`config.mk`:
```
export PLATFORM = sky130hd
export DESIGN_NAME = yen_freq_meter
export DESIGN_NICKNAME = d
export VERILOG_FILES = /design/src/rtl/yen_freq_meter.sv
export SDC_FILE = /design/constraint.sdc
export NUM_CORES = 1
export LEC_CHECK = 0
export ABC_AREA = 0
export CAP_MARGIN = 10
export CORE_MARGIN = 5
export CORE_UTILIZATION = 50
export DETAILED_ROUTE_END_ITERATION = 8
export PLACE_DENSITY = 0.74
export SYNTH_ARGS = -nofsm -noshare
export SYNTH_HDL_FRONTEND = slang
export SYNTH_SLANG_ARGS = --single-unit
```
`constraint.sdc`:
```
create_clock -name clk -period 2.5 [get_ports clk]
set_clock_uncertainty 0.1 [all_clocks]
set_input_delay 0.5 -clock clk [delete_from_list [all_inputs] [get_ports clk]]
set_output_delay 0.5 -clock clk [all_outputs]
set_load 0.02 [all_outputs]
```
`src/rtl/yen_freq_meter.sv`:
```
// Multi-channel rising-edge frequency meter: synchronises all channels, counts
// edges on the selected one over a programmable gate window, holds a saturating result.
module yen_freq_meter #(
    parameter int CHANNELS = 4,
    parameter int CNT_W    = 16,
    parameter int GATE_W   = 16
) (
    input  logic                        clk,
    input  logic                        rst_n,
    input  logic                        ena,
    input  logic [CHANNELS-1:0]         ch_in,
    input  logic [$clog2(CHANNELS)-1:0] ch_sel,
    input  logic [GATE_W-1:0]           gate_len,
    input  logic                        start,
    output logic                        busy,
    output logic                        done,
    output logic [CNT_W-1:0]            count,
    output logic                        ovf
);

    localparam int SEL_W = $clog2(CHANNELS);

    typedef enum logic [1:0] {IDLE, SETTLE, GATE, DONE} state_t;

    state_t              state, state_nxt;
    logic [CHANNELS-1:0] sync1, sync2;
    logic [SEL_W-1:0]    ch_lat;
    logic [GATE_W-1:0]   gl_lat;
    logic [GATE_W-1:0]   timer;
    logic [CNT_W-1:0]    acc, acc_nxt;
    logic                ovf_acc, ovf_nxt;
    logic                prev;
    logic                sel_bit;
    logic                rise;
    logic                accept;

    assign accept  = ena && start && (state == IDLE || state == DONE);
    assign sel_bit = sync2[ch_lat];
    assign rise    = sel_bit && !prev;

    // NOTE: every register uses non-blocking assignment so all flops sample the
    // same pre-edge values regardless of statement order.
    always_ff @(posedge clk or negedge rst_n) begin
        if (!rst_n) state <= IDLE;
        else        state <= state_nxt;
    end

    // NOTE: each combinational output gets a default first, so no path leaves it
    // unassigned and no latch is inferred.
    always_comb begin
        state_nxt = state;
        if (!ena) begin
            state_nxt = IDLE;
        end else begin
            case (state)
                IDLE, DONE: if (start) state_nxt = (gate_len == '0) ? DONE : SETTLE;
                SETTLE:     if (timer == '0) state_nxt = GATE;
                GATE:       if (timer == '0) state_nxt = DONE;
                default:    state_nxt = IDLE;
            endcase
        end
    end

    always_comb begin
        busy = (state == SETTLE) || (state == GATE);
        done = (state == DONE);
    end

    // Saturating accumulate; an increment attempted at full scale flags overflow.
    always_comb begin
        acc_nxt = acc;
        ovf_nxt = ovf_acc;
        if (rise) begin
            if (&acc) ovf_nxt = 1'b1;
            else      acc_nxt = acc + 1'b1;
        end
    end

    always_ff @(posedge clk or negedge rst_n) begin
        if (!rst_n) begin
            sync1   <= '0;
            sync2   <= '0;
            prev    <= 1'b0;
            ch_lat  <= '0;
            gl_lat  <= '0;
            timer   <= '0;
            acc     <= '0;
            ovf_acc <= 1'b0;
            count   <= '0;
            ovf     <= 1'b0;
        end else begin
            sync1 <= ch_in;
            sync2 <= sync1;
            // Tracks the latched channel every cycle, so by the first GATE cycle
            // a channel switch can no longer look like a rising edge.
            prev  <= sel_bit;
            if (accept) begin
                ch_lat  <= (32'(ch_sel) < CHANNELS) ? ch_sel : '0;
                gl_lat  <= gate_len;
                acc     <= '0;
                ovf_acc <= 1'b0;
                timer   <= GATE_W'(1);
                if (gate_len == '0) begin
                    count <= '0;
                    ovf   <= 1'b0;
                end
            end else if (ena) begin
                case (state)
                    SETTLE: timer <= (timer == '0) ? gl_lat - GATE_W'(1) : timer - GATE_W'(1);
                    GATE: begin
                        acc     <= acc_nxt;
                        ovf_acc <= ovf_nxt;
                        timer   <= timer - GATE_W'(1);
                        if (timer == '0) begin
                            count <= acc_nxt;
                            ovf   <= ovf_nxt;
                        end
                    end
                    default: ;
                endcase
            end
        end
    end

endmodule

```
# == Word-level counts from Yosys, hierarchy flattened ==
# Cells that the tools add are included.
# totals
register_bits,79
latch_bits,0
ram_bits,0
rom_bits,0
input_bits,26
n_memories,0
# classes
add_sub_neg,3
n_mul,0
n_div,0
n_lt_le_gt_ge,1
n_eq_ne,7
shifts,0
muxes,32
n_bitwise,0
reduce_logical,19
# ops
cell,count
$mux W16,13
$logic_not A16 Y1,2
$pmux W16 S2,1
$sub A16 B1 Y16 const B,2
$add A16 B1 Y16 const B,1
$reduce_and A16 Y1,1
$mux W1,11
$mux W2,5
$ne A3 B3 Y1 const B,3
$pmux W2 S3,1
$reduce_bool A2 Y1,3
$eq A2 B2 Y1 const B,2
$reduce_and A2 Y1,2
$reduce_and A4 Y1,1
$logic_and A1 B1 Y1,3
$lt A2 B3 Y1 const B,1
$reduce_and A3 Y1,1
$reduce_bool A3 Y1,1
$bmux W1 S2,1
$eq A2 B1 Y1 const B,1
$logic_not A2 Y1,1
$logic_or A1 B1 Y1,2
$ne A2 B1 Y1 const B,1
$reduce_or A2 Y1,1
$logic_not A1 Y1,1

# == Longest topological paths before layout ==
# logic_depth
ltp_word,8
depth_mapped,9
mapped_depth_nobuf,7

# == Worst setup path after synthesis ==
# No wires, ideal clock.
# synth_path
path_type,register to register
startpoint,reg timer[0]
endpoint,reg timer[11]
setup_ns,0.123
t_arrival_ns,2.155
setup_slack_ns,0.122
stages_incl_launch_ff,9
synth_period_minus_slack_ns,2.378
path_cell_list,dfrtp_1 > inv_1 > ha_1 > nor3b_1 > nand4_1 > nor2_1 > buf_2 > nand2_1 > o221a_2
# synth_between
elab_chain_len,5
word_cells_on_any_way,6
cone_classes,add/sub: 1; mux: 4; reduce/logical: 1
# synth_lines
element,line_no,source
"start, declared",29,logic [GATE_W-1:0] timer;
"start signal, assigned",109,SETTLE: timer <= (timer == '0) ? gl_lat - GATE_W'(1) : timer - GATE_W'(1);
"start signal, assigned",113,timer <= timer - GATE_W'(1);
$sub A16 B1 Y16 or $logic_not A16 Y1 (tied branches),"109, 113",
$mux W16,109,
$pmux W16 S2 *,108,case (state)
$mux W16 *,107,end else if (ena) begin
$mux W16 *,97,if (accept) begin
# Every way passes the cells marked *; elsewhere a longest branch is shown, timed or not. The select of a mux whose other input is x is not followed.
# A chain may end at the register's enable or synchronous reset.

# == Worst setup path in the final report ==
# layout_path
startpoint,reg timer[0]
endpoint,reg timer[14]
# Same word-level chain as after synthesis.

==> flow_summary.yaml <==
cts:
  clock_latency_ns: 0.35
  cts_sinks: 79
  root_buffer: "clkbuf_8"
  cts_tree: "done"
  h-tree-depth: 3
  tritoncts.num_buffers: 9
  ctsHoldBuffers: 0
  clk_pin_slew_ns: 0.09
  cts_max_path_buffers: 2
status:
  status: "completed"
floorplan:
  die_w_um: 103
  rows: 34
  start_util: 0.505
  die-area_um2: 10600
  die_h_um: 103
  core_area_um2: 8590
  ios: 45
routing:
  routedWlPerCell_um: 17.0
  antenna_left: 0
  drc: 0
  dr.pass1.iters: 5
  detail_route.wirelength_um: 11300
  via_per_inst: 5.91
  drt-initial-drc-count: 246
  vias: 3925
power_and_ir_drop:
  peakVddDrop_mv: 0.513
  p_seq_frac: 0.405
  swShare: 0.398
  p_clk_frac: 0.213
  p_int_mw: 2.74
  leakagePower_nw: 2.19
  power.density_nw_per_um2: 859
  p_comb_frac: 0.382
  switchingPower_mw: 1.81
critical_path:
  critPathLaunchType: "register"
  crit_path_max_fanout: 7
  path_class: "reg2reg"
  crit_slowest_cell: "or4_1"
  worst-path-buf-inv: 2
  path_depth: 8
  critPathMaxStageDelay_ns: 0.54
  worst_setup_path_end_kind: "register"
  cp_data_arrival_time_ns: 2.49
  path_cells: "inv_1, ha_1, nor3b_2, buf_4, nand2_1, or4_1, nor4b_2, o22ai_1"
  worstPathRequired_ns: 2.63
  rr_worst_depth: 8
  critPathTopFamily: "simple AND/OR/NAND/NOR gates"
yosys:
  synth_area_per_cell_um2: 8.94
  synth-seq-cells: 79
  synth_edf_count: 0
  syn_area_um2: 4340
  synthArstFlopShare: 1.00
  seq_area_frac_synth: 0.456
  synth-main-ff-cell: "dfrtp_1"
  post_synth_num_cell_types: 59
  synth_nets: 517
  syn-instance-count: 485
  ys_warn_count: 0
timing:
  rsz0062_at_grt: "false"
  hold_viol: 0
  report.final.setup_viol: 0
  fmax_mhz: 423
  maxSlewViolCount: 0
  min_period_ns: 2.37
  tightest_slew_ns: 0.604
  relSlewSlack: 0.594
  fin_crit_sh: 0.946
  setup_ws_ns: 0.134
global_route:
  grt_pass1_wl_um: 19100
  grt_pass1_vias: 3854
  grt.overflow.total: 0
  grt_max_degree: 44
  antenna_found_initial: 0
  gr-usage-all-layers: 0.231
layout:
  area_growth_pct: 22.1
  fin_nets: 583
  final_cell_mix: "nand2_1, dfrtp_1, nor2_1, clkdlybuf4s50_1, buf_4"
  drive_gt1_frac: 0.124
  final_common_cell: "nand2_1"
  diodes: 0
  final_cell_area_um2: 5300
placement:
  post_dp_cell_area_um2: 5070
  place_congestion: 0.938
  dpl_worst_slack_ns: -0.0824
  dpl.hpwl_um: 8350
  io_buffers: 44
hold_path:
  hp-class: "in2async"
run:
  maxCapViolations: 0
[final timing paths]
| check | startpoint | endpoint | slack [ns] |
|---|---|---|---|
| worst max-delay path | timer[0]$_DFFE_PN0P_ | timer[14]$_DFFE_PN0P_ | 0.13 |
| worst min-delay path | rst_n | gl_lat[6]$_DFFE_PN0P_ | 0.04 |
| worst max register to register | timer[0]$_DFFE_PN0P_ | timer[14]$_DFFE_PN0P_ | 0.13 |
| worst min register to register | sync1[1]$_DFF_PN0_ | sync2[1]$_DFF_PN0_ | 0.25 |
| max in group asynchronous | rst_n | acc[14]$_DFFE_PN0P_ | 1.64 |
| min in group clk | sync1[1]$_DFF_PN0_ | sync2[1]$_DFF_PN0_ | 0.25 |
[power by group through the flow]
stage	logic (mW)	clock network [mW]	registers, mW
6_report	1.74	0.968	1.84
3_3_place_gp	1.66	0	1.84
3_5_place_dp	1.71	0	1.86
5_1_grt	1.94	1.05	1.88
4_1_cts	1.72	0.985	1.83
2_1_floorplan	1.15	0	1.77
[worst register-to-register path, stage by stage, from the launching register on]
cell and delay (ns):
dfrtp_1 0.42, inv_1 0.09, ha_1 0.20, nor3b_2 0.20, buf_4 0.18, nand2_1 0.09, or4_1 0.54, nor4b_2 0.30
o22ai_1 0.13
[area by class of cell]
cell class / instances / area, µm²
Fill cell: 743 / 3300
Sequential cell: 79 / 1980
Tap cell: 108 / 135
Inverter: 11 / 41.3
Clock buffer: 11 / 141
Multi-Input combinational cell: 372 / 2220
Timing Repair Buffer: 78 / 724
Clock inverter: 5 / 56.3
[metal layers]
| metal | global-route usage | share of wire |
|---|---|---|
| met1 | 0.332 | 0.46 |
| met2 | 0.347 | 0.46 |
| met3 | 0.0487 | 0.065 |
| met4 | 0.0797 | 0.018 |
| met5 | 0 | 0 |
[stage by stage]
step	hold slack [ns]	setup TNS, ns	std cells	util	total power, mW
2_1_floorplan	0.104	0	485	-	2.93
6_report	0.0418	0	664	0.616	4.55
4_1_cts	0.0581	0	663	0.613	4.53
3_3_place_gp	0.232	-0.595	647	0.590	3.50
3_5_place_dp	0.235	-0.843	647	0.590	3.56
5_1_grt	0.0738	0	664	0.616	4.87
[synth_stat cells, types with 3 or more instances]
cell	instances	area, µm²
nor4_1	26	163
ha_1	6	75.1
dfrtp_1	79	1980
or4_1	5	37.5
a21oi_1	11	55.1
nand4_1	9	56.3
clkbuf_1	17	63.8
xnor2_1	27	236
inv_1	11	41.3
a32o_1	5	50.1
mux2i_1	8	80.1
a311oi_1	3	26.3
a31oi_1	5	31.3
or3_1	3	18.8
buf_2	3	15.0
xor2_1	7	61.3
o211ai_1	3	22.5
nand2b_1	3	18.8
o21ai_0	30	150
nand3_1	12	60.1
o21a_1	3	22.5
nor3_1	20	100
nand2_1	98	368
nor2_1	45	169
[what timing repair did]
item                       4_1_cts  5_1_grt
gates resized for setup          0        4
setup endpoints to repair        0        9
buffers inserted                 0        1
[sequential cells by signal, summed over array words and instances (netlist names)]
name / count
acc: 16
count: 16
gl_lat: 16
timer: 16
sync1: 4
sync2: 4
ch_lat: 2
state: 2
ovf: 1
ovf_acc: 1
prev: 1
[cell families (layout without fill, tap and decap cells)]
| group | after synthesis | in the layout | share of synthesized area |
|---|---|---|---|
| adders and majority gates | 6 | 6 | 0.0173 |
| DFF | 79 | 79 | 0.456 |
| muxes | 9 | 9 | 0.0211 |
| and+or+nand+nor | 242 | 242 | 0.276 |
| buffers and inverters | 34 | 105 | 0.0346 |
| AOI/OAI and AO/OA | 81 | 81 | 0.126 |
| xor gates and xnor gates | 34 | 34 | 0.0687 |
Note: power is estimated with default switching activity, not from simulation.
